[src/rtl/store_buffer_pkg.sv]
// Shared definitions for the store buffer: funct3 encodings, queued entry
// layout, occupancy states and the per-width legal-offset table.
package store_buffer_pkg;

  localparam logic [2:0] F3_SB = 3'b000;
  localparam logic [2:0] F3_SH = 3'b001;
  localparam logic [2:0] F3_SW = 3'b010;

  typedef struct packed {
    logic [29:0] addr_w;
    logic [31:0] wdata;
    logic [3:0]  wstrb;
  } st_entry_t;

  typedef enum logic [1:0] {
    OCC_EMPTY,
    OCC_PARTIAL,
    OCC_FULL
  } occ_e;

  // Bit k set means byte offset k is a legal start for this store width.
  function automatic logic [3:0] legal_off_mask(input logic [2:0] funct3);
    logic [3:0] mask;
    case (funct3)
      F3_SB:   mask = 4'b1111;
      F3_SH:   mask = 4'b0101;
      F3_SW:   mask = 4'b0001;
      default: mask = 4'b0000;
    endcase
    return mask;
  endfunction

endpackage

[src/rtl/store_buffer_if.sv]
// Execute-side request, memory write port and load-hazard signals of the
// store buffer, bundled with the buffer (slave) and its environment (master).
interface store_buffer_if;
  logic        req_valid;
  logic        req_ready;
  logic [31:0] req_addr;
  logic [31:0] req_data;
  logic [2:0]  req_funct3;
  logic        st_err;
  logic        mem_valid;
  logic        mem_ready;
  logic [31:0] mem_addr;
  logic [31:0] mem_wdata;
  logic [3:0]  mem_wstrb;
  logic [31:0] ld_addr;
  logic        ld_hazard;

  modport slave (
    input  req_valid, req_addr, req_data, req_funct3, mem_ready, ld_addr,
    output req_ready, st_err, mem_valid, mem_addr, mem_wdata, mem_wstrb, ld_hazard
  );

  modport master (
    output req_valid, req_addr, req_data, req_funct3, mem_ready, ld_addr,
    input  req_ready, st_err, mem_valid, mem_addr, mem_wdata, mem_wstrb, ld_hazard
  );
endinterface

[src/rtl/store_buffer_align.sv]
// Combinational store lane alignment: places SB/SH/SW data into its byte
// lanes, builds the write strobes and flags misaligned or unknown widths.
module store_align
  import store_buffer_pkg::*;
(
  input  logic [1:0]  i_off,
  input  logic [31:0] i_data,
  input  logic [2:0]  i_funct3,
  output logic [31:0] o_wdata,
  output logic [3:0]  o_wstrb,
  output logic        o_illegal
);

  logic [3:0] w_legal_mask;
  logic [4:0] w_shamt;

  assign w_legal_mask = legal_off_mask(i_funct3);
  assign w_shamt      = {i_off, 3'b000};
  assign o_illegal    = !w_legal_mask[i_off];

  always_comb begin
    o_wdata = '0;
    o_wstrb = '0;
    case (i_funct3)
      F3_SB: begin
        o_wdata = 32'(i_data[7:0]) << w_shamt;
        o_wstrb = 4'b0001 << i_off;
      end
      F3_SH: begin
        o_wdata = 32'(i_data[15:0]) << w_shamt;
        o_wstrb = 4'b0011 << i_off;
      end
      F3_SW: begin
        o_wdata = i_data;
        o_wstrb = '1;
      end
      default: begin
        o_wdata = '0;
        o_wstrb = '0;
      end
    endcase
  end

endmodule

[src/rtl/store_buffer.sv]
// In-order store FIFO between execute and the data-memory write port, with
// word-granular overlap detection against the current load address.
module store_buffer
  import store_buffer_pkg::*;
#(
  parameter  int unsigned DEPTH = 4,
  localparam int unsigned PTR_W = $clog2(DEPTH)
) (
  input logic           clk,
  input logic           rst_n,
  store_buffer_if.slave bus
);

  localparam logic [PTR_W:0] CNT_FULL = (PTR_W + 1)'(DEPTH);

  st_entry_t        r_mem [DEPTH];
  logic [PTR_W-1:0] r_rd_ptr;
  logic [PTR_W-1:0] r_wr_ptr;
  logic [PTR_W:0]   r_count;
  logic             r_st_err;

  occ_e             w_occ;
  logic [31:0]      w_wdata;
  logic [3:0]       w_wstrb;
  logic             w_illegal;
  logic             w_accept;
  logic             w_push;
  logic             w_pop;
  st_entry_t        w_head;
  st_entry_t        w_new;
  logic [DEPTH-1:0] w_live;
  logic             w_hazard;

  store_align u_align (
    .i_off     (bus.req_addr[1:0]),
    .i_data    (bus.req_data),
    .i_funct3  (bus.req_funct3),
    .o_wdata   (w_wdata),
    .o_wstrb   (w_wstrb),
    .o_illegal (w_illegal)
  );

  always_comb begin
    w_occ = OCC_PARTIAL;
    if (r_count == '0)
      w_occ = OCC_EMPTY;
    else if (r_count == CNT_FULL)
      w_occ = OCC_FULL;
  end

  assign bus.req_ready = (w_occ != OCC_FULL);
  assign bus.mem_valid = (w_occ != OCC_EMPTY);

  // Illegal stores still complete the handshake so the pipeline never blocks on them.
  assign w_accept = bus.req_valid && bus.req_ready;
  assign w_push   = w_accept && !w_illegal;
  assign w_pop    = bus.mem_valid && bus.mem_ready;

  assign w_new = '{addr_w: bus.req_addr[31:2], wdata: w_wdata, wstrb: w_wstrb};

  always_ff @(posedge clk or negedge rst_n) begin
    if (!rst_n) begin
      for (int unsigned i = 0; i < DEPTH; i++) r_mem[i] <= '0;
      r_rd_ptr <= '0;
      r_wr_ptr <= '0;
      r_count  <= '0;
      r_st_err <= 1'b0;
    end else begin
      r_st_err <= w_accept && w_illegal;
      if (w_push) begin
        r_mem[r_wr_ptr] <= w_new;
        r_wr_ptr        <= r_wr_ptr + 1'b1;
      end
      if (w_pop) r_rd_ptr <= r_rd_ptr + 1'b1;
      case ({w_push, w_pop})
        2'b10:   r_count <= r_count + 1'b1;
        2'b01:   r_count <= r_count - 1'b1;
        default: r_count <= r_count;
      endcase
    end
  end

  assign w_head = r_mem[r_rd_ptr];

  always_comb begin
    bus.mem_addr  = '0;
    bus.mem_wdata = '0;
    bus.mem_wstrb = '0;
    if (bus.mem_valid) begin
      bus.mem_addr  = {w_head.addr_w, 2'b00};
      bus.mem_wdata = w_head.wdata;
      bus.mem_wstrb = w_head.wstrb;
    end
  end

  assign bus.st_err = r_st_err;

  // A slot is live when its distance from the read pointer (mod DEPTH) is below count.
  always_comb begin
    w_live   = '0;
    w_hazard = 1'b0;
    for (int unsigned i = 0; i < DEPTH; i++) begin
      w_live[i] = {1'b0, PTR_W'(PTR_W'(i) - r_rd_ptr)} < r_count;
      if (w_live[i] && (r_mem[i].addr_w == bus.ld_addr[31:2])) w_hazard = 1'b1;
    end
  end

  assign bus.ld_hazard = w_hazard;

endmodule

[src/flat_wrapper.sv]
// flat-port wrapper written by rule: the top's interface ports become plain ports
module store_buffer_flat import store_buffer_pkg::*;
#(
  parameter  int unsigned DEPTH = 4,
  localparam int unsigned PTR_W = $clog2(DEPTH)
)
  (clk, rst_n, bus_req_valid, bus_req_addr, bus_req_data, bus_req_funct3, bus_mem_ready, bus_ld_addr, bus_req_ready, bus_st_err, bus_mem_valid, bus_mem_addr, bus_mem_wdata, bus_mem_wstrb, bus_ld_hazard);
  store_buffer_if bus_i ();
  input logic clk;
  input logic rst_n;
  input wire logic [$bits(bus_i.req_valid)-1:0] bus_req_valid;
  input wire logic [$bits(bus_i.req_addr)-1:0] bus_req_addr;
  input wire logic [$bits(bus_i.req_data)-1:0] bus_req_data;
  input wire logic [$bits(bus_i.req_funct3)-1:0] bus_req_funct3;
  input wire logic [$bits(bus_i.mem_ready)-1:0] bus_mem_ready;
  input wire logic [$bits(bus_i.ld_addr)-1:0] bus_ld_addr;
  output wire logic [$bits(bus_i.req_ready)-1:0] bus_req_ready;
  output wire logic [$bits(bus_i.st_err)-1:0] bus_st_err;
  output wire logic [$bits(bus_i.mem_valid)-1:0] bus_mem_valid;
  output wire logic [$bits(bus_i.mem_addr)-1:0] bus_mem_addr;
  output wire logic [$bits(bus_i.mem_wdata)-1:0] bus_mem_wdata;
  output wire logic [$bits(bus_i.mem_wstrb)-1:0] bus_mem_wstrb;
  output wire logic [$bits(bus_i.ld_hazard)-1:0] bus_ld_hazard;
  assign bus_i.req_valid = bus_req_valid;
  assign bus_i.req_addr = bus_req_addr;
  assign bus_i.req_data = bus_req_data;
  assign bus_i.req_funct3 = bus_req_funct3;
  assign bus_i.mem_ready = bus_mem_ready;
  assign bus_i.ld_addr = bus_ld_addr;
  assign bus_req_ready = bus_i.req_ready;
  assign bus_st_err = bus_i.st_err;
  assign bus_mem_valid = bus_i.mem_valid;
  assign bus_mem_addr = bus_i.mem_addr;
  assign bus_mem_wdata = bus_i.mem_wdata;
  assign bus_mem_wstrb = bus_i.mem_wstrb;
  assign bus_ld_hazard = bus_i.ld_hazard;
  store_buffer #(.DEPTH(DEPTH)) u_core (.clk(clk), .rst_n(rst_n), .bus(bus_i));
endmodule
[config.mk]
export PLATFORM = sky130hd
export DESIGN_NAME = store_buffer_flat
export DESIGN_NICKNAME = d
export VERILOG_FILES = /design/src/rtl/store_buffer_pkg.sv /design/src/rtl/store_buffer_if.sv /design/src/rtl/store_buffer_align.sv /design/src/rtl/store_buffer.sv /design/src/flat_wrapper.sv
export SDC_FILE = /design/constraint.sdc
export NUM_CORES = 1
export LEC_CHECK = 0
export BUFFER_PORTS_ARGS = -buffer_cell sky130_fd_sc_hd__buf_2
export CORE_MARGIN = 8
export CORE_UTILIZATION = 35
export CTS_CLUSTER_SIZE = 14
export DETAILED_ROUTE_END_ITERATION = 10
export MAX_ROUTING_LAYER = met4
export PLACE_DENSITY = 0.51
export SYNTH_ARGS = -nofsm -noshare
export SYNTH_HDL_FRONTEND = slang
export SYNTH_HIERARCHICAL = 1
export SYNTH_SLANG_ARGS = --single-unit
[constraint.sdc]
create_clock -name clk -period 3.6 [get_ports clk]
set_clock_uncertainty 0.15 [all_clocks]
set_input_delay 0.54 -clock clk [delete_from_list [all_inputs] [get_ports clk]]
set_output_delay 0.54 -clock clk [all_outputs]
set_load 0.05 [all_outputs]
==> results.cfg <==
[status]
status = finished clean

[yosys]
yosys_warnings = 6
ys_ff_latch = 272
synthDominantCellAreaShare_pct = 44.8
synth_area_mm2 = 0.0152
yosysSeqAreaShare_pct = 44.8
async_reset_ff_share_pct = 100
synth_top_area_cell = dfrtp_1
ys.flop_type = dfrtp_1
synthCells = 1017
synth_cell_types = 48
syn_avg_cell_area_um2 = 14.9
synthTopCellsByArea = dfrtp_1, mux2_4, mux4_2, mux2_2, and2_1
synth_edf_count = 0

[worst_setup_path]
crit_fanout = 10
cpPeakStageDelay_ns = 0.44
endpoint_kind = primary output
crit_chain = buf_12, inv_1, ha_1, inv_1, a2111oi_2, nand4_1, or4_1, nand4_1, buf_6
cp-start-kind = flop
arrival_ns = 2.78
cp_slowest_cell = dfrtp_4
path_class = reg -> out
cp.required_ns = 2.91

[floorplanning]
die-area_mm2 = 0.0504
die_w_um = 224
rows = 76
start_util_pct = 35.4
pin_count = 175
die_height_um = 224
core_mm2 = 0.0430

[clocking]
cts_buffers = 34
clockRootBuffer = clkbuf_16
cts_tree = yes
htreeDepth = 2
cts_num_sinks = 272
insertion_delay_ns = 0.52
cts_max_path_buffers = 3
clkTransAtPathRegs_ns = 0.05

[pwr]
power_density_mw_per_mm2 = 934
vdd_drop_max_mv = 0.518
intPower_mw = 9.90
switchingPower_mw = 6.58
p_leak_nw = 8.67
p_clk_share_pct = 20.7
power_frac_comb_pct = 47.5
p_seq_share_pct = 31.8
switching_share_pct = 39.9

[routing]
vias = 9016
first_iter_violations = 402
ant_nets = 0
detail_route.wl_per_cell_um = 24.0
routed_wl_um = 43100
viasPerCell = 5.03
first_pass_iters = 4
drc = 0

[place]
dp_cells = 1731
io_buffer_count = 170
dp_hpwl_um = 29300
gp_congestion = 0.854

[sta]
finalHoldViolations = 0
setup_tns_ns = 0
max_slew_margin_pct = 37.2
setup_violations = 0
finalCritPeriodShare_pct = 96.4
period_minus_slack_ns = 3.47
slew_viol_final = 0
rsz0062_at_grt = no
fmax_mhz = 288
worst_pin_slew_ns = 0.942

[layout]
stdcell_count = 1794
fillers = 4110
seq_area_mm2 = 0.00681
nNetsFinal = 1298
layout-drive-gt1-share_pct = 48.9
multi_input_area_mm2 = 0.00775
area.growth.synth_to_final_pct = 16.1

[global_route]
grt_pass1_wl_um = 65600
grt_start_max_net_pins = 90
grt_pass1_vias = 10199
grt_usage_pct = 17.6
antenna_found_initial = 1
grt_overflow = 0

[flow_run]
maxCapViolCount = 0

[worst_hold_path]
hold_class = in -> reg
## stage by stage
step	hold WS (ns)	total power, mW	utilization, %	cell area [um^2]	setup WS (ns)
finish	0.145	16.5	41.1	17700	0.131
global route	0.127	17.3	41.1	17700	0.0168
CTS	0.114	16.6	40.9	17600	0.0322
detailed placement	0.337	13.1	38.3	16500	0.418
global placement	0.332	13.0	38.3	16500	0.386
floorplan	0.0944	11.0	-	15200	0.360
## power groups by stage
stage | sequential, mW | combinational (mW) | clock (mW)
CTS | 5.22 | 7.90 | 3.52
detailed placement | 5.24 | 7.86 | 0
floorplan | 4.95 | 6.09 | 0
global route | 5.40 | 8.30 | 3.64
global placement | 5.21 | 7.80 | 0
finish | 5.24 | 7.83 | 3.41
## worst max-delay path, delay by kind of cell, from the launching register on
kind	cells	cell delay (ns)
adder cells (fa/ha/maj)	1	0.29
AND/OR/NAND/NOR	3	0.78
buffers and inverters	4	0.44
flip-flops	1	0.44
AO/OA/AOI/OAI	1	0.30
## placed cells by master, fill, tap and decap left out, drive strengths merged, types with 3 or more instances in the layout
| cell | synthesis | final |
|---|---|---|
| mux4 | 66 | 66 |
| ha | 9 | 9 |
| a22o | 8 | 8 |
| inv | 12 | 13 |
| a21oi | 8 | 8 |
| a2111oi | 4 | 4 |
| clkbuf | 18 | 55 |
| nand2 | 10 | 10 |
| nor2 | 5 | 5 |
| xor2 | 65 | 65 |
| xnor2 | 62 | 62 |
| a221o | 16 | 16 |
| buf | 46 | 193 |
| mux2 | 264 | 264 |
| nand4 | 19 | 19 |
| and3 | 3 | 3 |
| and2 | 92 | 92 |
| o21ai | 3 | 3 |
| nor4 | 14 | 14 |
| dfrtp | 272 | 272 |
## worst paths after layout
check,start,to,slack [ns],depth (start not counted)
setup / recovery,u_core/r_rd_ptr[1]$_DFFE_PN0P_,bus_ld_hazard,0.13,9
hold / removal,bus_req_addr[3],u_core/r_mem[37]$_DFFE_PN0P_,0.14,2
setup reg to reg,u_core/r_count[2]$_DFFE_PN0P_,u_core/r_count[1]$_DFFE_PN0P_,0.84,7
hold reg to reg,u_core/r_mem[18]$_DFFE_PN0P_,u_core/r_mem[18]$_DFFE_PN0P_,0.35,1
max in group asynchronous,rst_n,u_core/r_mem[32]$_DFFE_PN0P_,1.93,3
min in group asynchronous,rst_n,u_core/r_mem[246]$_DFFE_PN0P_,0.48,2
## repair_timing
action | CTS | global route
hold buffers | 1 | 0
cloned | 0 | 1
resized for setup | 6 | 4
hold endpoints to repair | 85 | 0
endpoints found under the setup margin | 49 | 1
buffers inserted | 0 | 1
## metal layers
metal / wire length, um / track usage [%]
met3: 1700 / 2.98
met2: 21200 / 28.7
met5: 0 / -
met4: 939 / 4.96
met1: 19300 / 22.3
## Yosys cell counts, types with 6 or more instances
library cell,number
dfrtp_1,272
mux2_4,160
mux2_2,104
and2_1,92
mux4_2,66
xor2_1,65
xnor2_1,62
buf_12,20
nand4_1,19
clkbuf_1,17
a221o_1,16
buf_2,14
nor4_1,14
inv_1,12
buf_4,11
ha_1,9
a22o_1,8
a21oi_1,6
## sequential cells by signal, summed over array words and instances (netlist names)
name / cells
u_core/r_mem: 264
u_core/r_count: 3
u_core/r_rd_ptr: 2
u_core/r_wr_ptr: 2
u_core/bus.st_err: 1
## cells by family after synthesis
group / Yosys count / share of synthesized area (%)
compound gates: 46 / 2.63
xor+xnor: 127 / 7.32
fa+ha+maj: 10 / 0.872
buf+inv: 76 / 4.41
flops: 272 / 44.8
mux: 330 / 33.3
other cells: 1 / 0.0247
simple gates: 155 / 6.69
## final cells by class
class	count	area share (%)
antenna	1	0.0142
clock buffer	54	5.82
clock inverter	5	0.447
inverter	12	0.255
multi-input combinational	670	43.9
sequential	272	38.6
tap	585	4.15
timing repair buffer	195	6.82
Power figures use the tool's default switching activity.
